### src/rtl/writeback_unit_pkg.sv
// Shared types for the register-file writeback path: widths, the write
// request struct and a helper that turns a destination into a pending mask.
package writeback_unit_pkg;

    localparam int XLEN       = 32;
    localparam int REG_ADDR_W = 5;
    localparam int NUM_REGS   = 1 << REG_ADDR_W;

    typedef struct packed {
        logic [REG_ADDR_W-1:0] rd;
        logic [XLEN-1:0]       data;
    } wb_req_t;

    // x0 is never a real destination, so it never contributes to the mask
    function automatic logic [NUM_REGS-1:0] rd_mask(input logic [REG_ADDR_W-1:0] rd);
        logic [NUM_REGS-1:0] m;
        m     = '0;
        m[rd] = 1'b1;
        m[0]  = 1'b0;
        return m;
    endfunction

endpackage

### src/rtl/writeback_unit_if.sv
// Core-facing bundle of the writeback unit: ALU and load result inputs,
// read-port forwarding, pending mask and the register-file write port.
interface writeback_unit_if;
    import writeback_unit_pkg::*;

    logic                  alu_valid_i;
    logic [REG_ADDR_W-1:0] alu_rd_i;
    logic [XLEN-1:0]       alu_data_i;
    logic                  alu_stall_o;

    logic                  mem_valid_i;
    logic [REG_ADDR_W-1:0] mem_rd_i;
    logic [XLEN-1:0]       mem_data_i;
    logic                  mem_ready_o;

    logic [REG_ADDR_W-1:0] rs1_addr_i;
    logic [REG_ADDR_W-1:0] rs2_addr_i;
    logic                  rs1_fwd_valid_o;
    logic                  rs2_fwd_valid_o;
    logic [XLEN-1:0]       rs1_fwd_data_o;
    logic [XLEN-1:0]       rs2_fwd_data_o;

    logic [NUM_REGS-1:0]   pending_o;

    logic                  wr_en_o;
    logic [REG_ADDR_W-1:0] rd_addr_o;
    logic [XLEN-1:0]       data_o;

    modport master (
        input  alu_valid_i, alu_rd_i, alu_data_i,
        input  mem_valid_i, mem_rd_i, mem_data_i,
        input  rs1_addr_i, rs2_addr_i,
        output alu_stall_o, mem_ready_o,
        output rs1_fwd_valid_o, rs2_fwd_valid_o, rs1_fwd_data_o, rs2_fwd_data_o,
        output pending_o, wr_en_o, rd_addr_o, data_o
    );

    modport slave (
        output alu_valid_i, alu_rd_i, alu_data_i,
        output mem_valid_i, mem_rd_i, mem_data_i,
        output rs1_addr_i, rs2_addr_i,
        input  alu_stall_o, mem_ready_o,
        input  rs1_fwd_valid_o, rs2_fwd_valid_o, rs1_fwd_data_o, rs2_fwd_data_o,
        input  pending_o, wr_en_o, rd_addr_o, data_o
    );

endinterface

### src/rtl/writeback_unit_wb_fifo.sv
// Synchronous FIFO of write requests; exposes a per-entry valid/rd view so
// the parent can build a pending-destination mask without extra state.
module wb_fifo
    import writeback_unit_pkg::*;
#(
    parameter  int DEPTH = 2,
    localparam int PTR_W = $clog2(DEPTH),
    localparam int CNT_W = PTR_W + 1
) (
    input  logic                             clk,
    input  logic                             rst,
    input  logic                             push,
    input  wb_req_t                          push_req,
    input  logic                             pop,
    output wb_req_t                          head,
    output logic [CNT_W-1:0]                 count,
    output logic                             full,
    output logic                             empty,
    output logic [DEPTH-1:0]                 ent_vld,
    output logic [DEPTH-1:0][REG_ADDR_W-1:0] ent_rd
);

    wb_req_t           mem [DEPTH];
    logic [PTR_W-1:0]  wptr;
    logic [PTR_W-1:0]  rptr;

    always_ff @(posedge clk) begin
        if (rst) begin
            wptr  <= '0;
            rptr  <= '0;
            count <= '0;
        end else begin
            if (push) begin
                mem[wptr] <= push_req;
                wptr      <= wptr + 1'b1;
            end
            if (pop)
                rptr <= rptr + 1'b1;
            count <= count + CNT_W'(push) - CNT_W'(pop);
        end
    end

    assign head  = mem[rptr];
    assign full  = (count == CNT_W'(DEPTH));
    assign empty = (count == '0);

    // An entry is live when its distance from the read pointer is below count
    for (genvar i = 0; i < DEPTH; i++) begin : g_ent
        logic [PTR_W-1:0] off;
        assign off        = PTR_W'(i) - rptr;
        assign ent_vld[i] = ({1'b0, off} < count);
        assign ent_rd[i]  = mem[i].rd;
    end

endmodule

### src/rtl/writeback_unit.sv
// Register-file write initiator: ALU results win by default, load results
// queue behind them, and a starvation counter forces the queue out periodically.
module writeback_unit
    import writeback_unit_pkg::*;
#(
    parameter int FIFO_DEPTH   = 2,
    parameter int STARVE_LIMIT = 4
) (
    input logic              clk,
    input logic              rst,
    writeback_unit_if.master bus
);

    localparam int CNT_W = $clog2(FIFO_DEPTH) + 1;
    localparam int SC_W  = $clog2(STARVE_LIMIT + 1);

    wb_req_t                                   fifo_head;
    logic [CNT_W-1:0]                          fifo_count;
    logic                                      fifo_full;
    logic                                      fifo_empty;
    logic [FIFO_DEPTH-1:0]                     ent_vld;
    logic [FIFO_DEPTH-1:0][REG_ADDR_W-1:0]     ent_rd;

    logic [SC_W-1:0] starve_cnt;
    logic            stall;
    logic            mem_ready;
    logic            mem_acc;
    logic            alu_win;
    logic            fifo_win;
    logic            direct_win;
    logic            push;
    logic            win_vld;
    wb_req_t         win_req;
    wb_req_t         mem_req;

    logic                  wr_en;
    logic [REG_ADDR_W-1:0] rd_addr;
    logic [XLEN-1:0]       data;
    logic [NUM_REGS-1:0]   pending;

    assign mem_req = '{rd: bus.mem_rd_i, data: bus.mem_data_i};

    wb_fifo #(.DEPTH(FIFO_DEPTH)) u_fifo (
        .clk      (clk),
        .rst      (rst),
        .push     (push),
        .push_req (mem_req),
        .pop      (fifo_win),
        .head     (fifo_head),
        .count    (fifo_count),
        .full     (fifo_full),
        .empty    (fifo_empty),
        .ent_vld  (ent_vld),
        .ent_rd   (ent_rd)
    );

    assign stall = (starve_cnt == SC_W'(STARVE_LIMIT));

    // Priority: ALU, then queued loads, then a load arriving at an empty queue
    always_comb begin
        mem_ready  = !rst && !fifo_full;
        mem_acc    = bus.mem_valid_i && mem_ready;
        alu_win    = bus.alu_valid_i && !stall;
        fifo_win   = !alu_win && !fifo_empty;
        direct_win = !alu_win && fifo_empty && mem_acc;
        push       = mem_acc && !direct_win;
        win_vld    = alu_win || fifo_win || direct_win;
        win_req    = mem_req;
        if (alu_win)
            win_req = '{rd: bus.alu_rd_i, data: bus.alu_data_i};
        else if (fifo_win)
            win_req = fifo_head;
    end

    always_ff @(posedge clk) begin
        if (rst)
            starve_cnt <= '0;
        else if (alu_win && !fifo_empty)
            starve_cnt <= starve_cnt + 1'b1;
        else
            starve_cnt <= '0;
    end

    // x0 winners still take the slot but never reach the register file
    always_ff @(posedge clk) begin
        if (rst) begin
            wr_en   <= 1'b0;
            rd_addr <= '0;
            data    <= '0;
        end else if (win_vld) begin
            wr_en   <= (win_req.rd != '0);
            rd_addr <= win_req.rd;
            data    <= win_req.data;
        end else begin
            wr_en   <= 1'b0;
        end
    end

    always_comb begin
        pending = '0;
        for (int i = 0; i < FIFO_DEPTH; i++)
            if (ent_vld[i])
                pending = pending | rd_mask(ent_rd[i]);
    end

    assign bus.alu_stall_o     = stall;
    assign bus.mem_ready_o     = mem_ready;
    assign bus.pending_o       = pending;
    assign bus.wr_en_o         = wr_en;
    assign bus.rd_addr_o       = rd_addr;
    assign bus.data_o          = data;

    assign bus.rs1_fwd_valid_o = wr_en && (rd_addr == bus.rs1_addr_i) && (bus.rs1_addr_i != '0);
    assign bus.rs2_fwd_valid_o = wr_en && (rd_addr == bus.rs2_addr_i) && (bus.rs2_addr_i != '0);
    assign bus.rs1_fwd_data_o  = bus.rs1_fwd_valid_o ? data : '0;
    assign bus.rs2_fwd_data_o  = bus.rs2_fwd_valid_o ? data : '0;

endmodule

### src/flat_wrapper.sv
// flat-port wrapper written by rule: the top's interface ports become plain ports
module writeback_unit_flat import writeback_unit_pkg::*;
#(
    parameter int FIFO_DEPTH   = 2,
    parameter int STARVE_LIMIT = 4
)
  (clk, rst, bus_alu_valid_i, bus_alu_rd_i, bus_alu_data_i, bus_mem_valid_i, bus_mem_rd_i, bus_mem_data_i, bus_rs1_addr_i, bus_rs2_addr_i, bus_alu_stall_o, bus_mem_ready_o, bus_rs1_fwd_valid_o, bus_rs2_fwd_valid_o, bus_rs1_fwd_data_o, bus_rs2_fwd_data_o, bus_pending_o, bus_wr_en_o, bus_rd_addr_o, bus_data_o);
  writeback_unit_if bus_i ();
  input logic clk;
  input logic rst;
  input wire logic [$bits(bus_i.alu_valid_i)-1:0] bus_alu_valid_i;
  input wire logic [$bits(bus_i.alu_rd_i)-1:0] bus_alu_rd_i;
  input wire logic [$bits(bus_i.alu_data_i)-1:0] bus_alu_data_i;
  input wire logic [$bits(bus_i.mem_valid_i)-1:0] bus_mem_valid_i;
  input wire logic [$bits(bus_i.mem_rd_i)-1:0] bus_mem_rd_i;
  input wire logic [$bits(bus_i.mem_data_i)-1:0] bus_mem_data_i;
  input wire logic [$bits(bus_i.rs1_addr_i)-1:0] bus_rs1_addr_i;
  input wire logic [$bits(bus_i.rs2_addr_i)-1:0] bus_rs2_addr_i;
  output wire logic [$bits(bus_i.alu_stall_o)-1:0] bus_alu_stall_o;
  output wire logic [$bits(bus_i.mem_ready_o)-1:0] bus_mem_ready_o;
  output wire logic [$bits(bus_i.rs1_fwd_valid_o)-1:0] bus_rs1_fwd_valid_o;
  output wire logic [$bits(bus_i.rs2_fwd_valid_o)-1:0] bus_rs2_fwd_valid_o;
  output wire logic [$bits(bus_i.rs1_fwd_data_o)-1:0] bus_rs1_fwd_data_o;
  output wire logic [$bits(bus_i.rs2_fwd_data_o)-1:0] bus_rs2_fwd_data_o;
  output wire logic [$bits(bus_i.pending_o)-1:0] bus_pending_o;
  output wire logic [$bits(bus_i.wr_en_o)-1:0] bus_wr_en_o;
  output wire logic [$bits(bus_i.rd_addr_o)-1:0] bus_rd_addr_o;
  output wire logic [$bits(bus_i.data_o)-1:0] bus_data_o;
  assign bus_i.alu_valid_i = bus_alu_valid_i;
  assign bus_i.alu_rd_i = bus_alu_rd_i;
  assign bus_i.alu_data_i = bus_alu_data_i;
  assign bus_i.mem_valid_i = bus_mem_valid_i;
  assign bus_i.mem_rd_i = bus_mem_rd_i;
  assign bus_i.mem_data_i = bus_mem_data_i;
  assign bus_i.rs1_addr_i = bus_rs1_addr_i;
  assign bus_i.rs2_addr_i = bus_rs2_addr_i;
  assign bus_alu_stall_o = bus_i.alu_stall_o;
  assign bus_mem_ready_o = bus_i.mem_ready_o;
  assign bus_rs1_fwd_valid_o = bus_i.rs1_fwd_valid_o;
  assign bus_rs2_fwd_valid_o = bus_i.rs2_fwd_valid_o;
  assign bus_rs1_fwd_data_o = bus_i.rs1_fwd_data_o;
  assign bus_rs2_fwd_data_o = bus_i.rs2_fwd_data_o;
  assign bus_pending_o = bus_i.pending_o;
  assign bus_wr_en_o = bus_i.wr_en_o;
  assign bus_rd_addr_o = bus_i.rd_addr_o;
  assign bus_data_o = bus_i.data_o;
  writeback_unit #(.FIFO_DEPTH(FIFO_DEPTH), .STARVE_LIMIT(STARVE_LIMIT)) u_core (.clk(clk), .rst(rst), .bus(bus_i));
endmodule
### config.mk
export PLATFORM = sky130hd
export DESIGN_NAME = writeback_unit_flat
export DESIGN_NICKNAME = d
export VERILOG_FILES = /design/src/rtl/writeback_unit_pkg.sv /design/src/rtl/writeback_unit_if.sv /design/src/rtl/writeback_unit_wb_fifo.sv /design/src/rtl/writeback_unit.sv /design/src/flat_wrapper.sv
export SDC_FILE = /design/constraint.sdc
export NUM_CORES = 1
export LEC_CHECK = 0
export ABC_AREA = 1
export BUFFER_PORTS_ARGS = -buffer_cell sky130_fd_sc_hd__buf_2
export CAP_MARGIN = 40
export CORE_AREA = 2 2 113 115
export CTS_CLUSTER_DIAMETER = 40
export CTS_CLUSTER_SIZE = 20
export DETAILED_ROUTE_END_ITERATION = 10
export DIE_AREA = 0 0 115 117
export GPL_TIMING_DRIVEN = 0
export PLACE_DENSITY = 0.79
export SLEW_MARGIN = 5
export SYNTH_ARGS = -nofsm -noshare
export SYNTH_HDL_FRONTEND = slang
export SYNTH_SLANG_ARGS = --single-unit
### constraint.sdc
create_clock -name clk -period 3.4 [get_ports clk]
set_input_delay 0.17 -clock clk [delete_from_list [all_inputs] [get_ports clk]]
set_output_delay 0.17 -clock clk [all_outputs]
set_load 0.02 [all_outputs]
==> impl_results.md <==
* Post-Layout Inst Area at about 8300 µm²
* Pre-antenna DRT Iters at 6
* Worst-Margin Slew at roughly 800 ps
* Dpl hpwl at 14.5 mm
* Most used flip-flop cell after synthesis: edfxtp_1
* Distinct cell type count after synthesis at 37
* Post-synth EDFFs at 74
* Layout cells sized above 1 at 0.304
* Die ar. at approximately 13000 µm²
* Crit path arrival time at between 2000 and 3000 ps
* Initial antenna violation count at 1
* Max_cap viols at 0
* Kind of critical path: flop to flop
* RSZ-0062 raised after global routing: false
* Clk root buf: clkbuf_16
* Post-synthesis sequential area ratio at 0.531
* Commonest non-fill, non-tap cells in the layout: 241 x buf_2, 173 x nand2_1, 74 x edfxtp_1, 69 x inv_1, 60 x nor2_1
* VDD IR max at approximately 430 µV
* Fillers at 989
* Clock latency on the worst-skew pair at about 420 ps
* Fin nets at roughly 1100
* Syn Nets at about 790
* First-pass GRT wire length at a little over 30 mm
* Leakage at 3.77 nW
* Crit path required time at 3520 ps
* Fin worst setup slack at between 700 and 800 ps
* Mapped Cells at between 700 and 800
* TNS Setup at 0 ps
* Dpl ws at 816 ps
* Hold Path Depth at 3
* Area Overhead vs Synth at 39.9%
* TritonCTS sink count at 120
* DRC at 0
* Fin. Hold Viols at 0
* GRT overflow at 0
* Pwr Density at about 700 nW/µm²
* Global-route usage over all layers at 0.303
* Clock Path Buffers at 2
* DR vias/cell at about 5.6
* Min-Delay Path Class: primary input to flop
* Worst hold path startpoint: bus_alu_data_i[15]
* Reg2reg setup slack at around 720 ps
* Die Ht at about 120 µm
* Worst Path Max Fanout at 20
* Core Area at roughly 12000 µm²
* Cells on worst reg2reg path at 9
* # setup viols final at 0
* Final period utilization at 0.789
* CTS tree: yes
* Post-Syn Area at 5920 µm²
* Async set or reset register ratio after synthesis at 0
* Iter 0 DRT Violations at around 650
* Clock Skews at between 7 and 8 ps
* Port Buffers at ~220
* Initial Util at 0.480
* Hold Path Sink: u_core.bus.data_o[15]
* Status: finished clean
* Seq cells post-synth at 120
* R2R Path End: u_core.u_fifo.mem[1][1]
* Cts bufs inserted at 17
* Row count at between 40 and 50
* Vias in the first global route at about 6000
* Total wire length at about 21 mm
* I/O Pins at between 200 and 250
* DR WL/cell at ~18 µm
* Relative slew slack at 0.466
* Antenna viol nets, final at 0
* Gpl congestion at 0.880
* R2r startpoint: u_core.starve_cnt[0]
* Vias at 6374
* Antenna cells at 0
* Worst setup SP type: flop
* CP endpoint kind: flop
* DP Area at approximately 7300 µm²
* Syn Area/Cell at around 8.4 µm²
* Synth warnings at 0
* H-tree lvl count at 4
* Clock transition at path regs at roughly 50 ps
* Largest net degree at the start of global routing at 25
* Final Max Slew Viols at 0
* Max Freq at around 0.37 GHz
* Die span in x at about 120 µm
* Tmin final at around 2700 ps
* Commonest non-fill, non-tap cell in the layout: buf_2
through the flow:
step / total power [W] / instances / util / hold slack [ps]
final: 0.00580 / 1146 / 0.672 / 40.2
after global placement: 0.00379 / 1075 / 0.587 / 372
after global routing: 0.00605 / 1146 / 0.672 / 47.6
after CTS: 0.00574 / 1146 / 0.672 / 29.9
after floorplan: 0.00316 / 701 / - / 241
after detailed placement: 0.00383 / 1077 / 0.592 / 377
critical path, cell delays in order (launching register included):
cell and delay (ps):
dfxtp_1 360, inv_1 60, ha_1 200, nand2_1 110, nand2_2 140, nand2_2 130, buf_2 310, nand2_1 230
nor2_4 590, buf_16 240
flip-flops by register name (all words and copies together), names as in the netlist, named ones only:
signal                count
u_core.u_fifo.count       2
u_core.u_fifo.mem        74
u_core.starve_cnt         3
u_core.bus.wr_en_o        1
u_core.u_fifo.rptr        1
u_core.bus.rd_addr_o      5
u_core.bus.data_o        32
u_core.u_fifo.wptr        1
metal layers:
metal  GRT usage  vias up  share of wire
met2       0.510      449           0.49
met4       0.152        2          0.039
met1       0.363     2912           0.38
met5           0        -        0.00053
li1            -     2952              -
met3      0.0803       59          0.097
Yosys cell counts, drive strengths merged, types with 4 or more instances:
library cell	number	share of area
a21oi	21	0.018
buf	24	0.026
clkbuf	9	0.0057
dfxtp	46	0.16
edfxtp	74	0.38
ha	4	0.0085
inv	72	0.046
nand2	179	0.12
nand3	30	0.025
nand3b	5	0.0063
nand4	12	0.013
nor2	64	0.042
nor3	43	0.036
o21ai	69	0.063
o221ai	10	0.015
o22ai	23	0.024
xnor2	4	0.0059
kinds of logic (layout without fill, tap and decap cells):
group / count (synthesis) / count (layout) / share of synthesized area
other: 1 / 1 / 0.000634
AOI/OAI and AO/OA: 129 / 129 / 0.128
xor gates and xnor gates: 6 / 6 / 0.00888
and+or+nand+nor: 334 / 334 / 0.243
adders and majority gates: 4 / 4 / 0.00846
DFF: 120 / 120 / 0.531
buffers and inverters: 107 / 402 / 0.0797
how the worst max path moves through the flow:
stage                                    start                        to  slack (ps)
after floorplan           u_core.starve_cnt[0]   u_core.u_fifo.mem[1][0]         250
after global placement    u_core.starve_cnt[0]  u_core.u_fifo.mem[1][30]        -880
after detailed placement  u_core.starve_cnt[0]  u_core.u_fifo.mem[1][30]         820
after CTS                 u_core.starve_cnt[0]   u_core.u_fifo.mem[1][6]         770
after global routing      u_core.starve_cnt[0]    u_core.u_fifo.count[1]         530
final                     u_core.starve_cnt[0]   u_core.u_fifo.mem[1][1]         720
cell type report:
type | instances | area [µm²] | area share
inverter | 74 | 285 | 0.0345
buffer | 33 | 186 | 0.0225
timing repair buffer | 263 | 1540 | 0.186
clock buffer | 19 | 443 | 0.0535
multi-input combinational | 474 | 2320 | 0.280
tap | 150 | 188 | 0.0227
sequential | 120 | 3140 | 0.380
clock inverter | 13 | 178 | 0.0215
repair_timing:
item                      in CTS  in global routing
buffers inserted               0                  0
gates resized for setup        0                  0
hold endpoints to repair      74                  0
hold buffers                  37                  0
power by group:
| part | leakage [nW] | internal [W] | switching (W) |
|---|---|---|---|
| Combinational | 2.42 | 0.000593 | 0.00140 |
| Sequential | 1.05 | 0.00179 | 0.000130 |
| Clock | 0.294 | 0.00124 | 0.000651 |
| Total | 3.77 | 0.00362 | 0.00218 |
(Power assumes the default switching activity.)
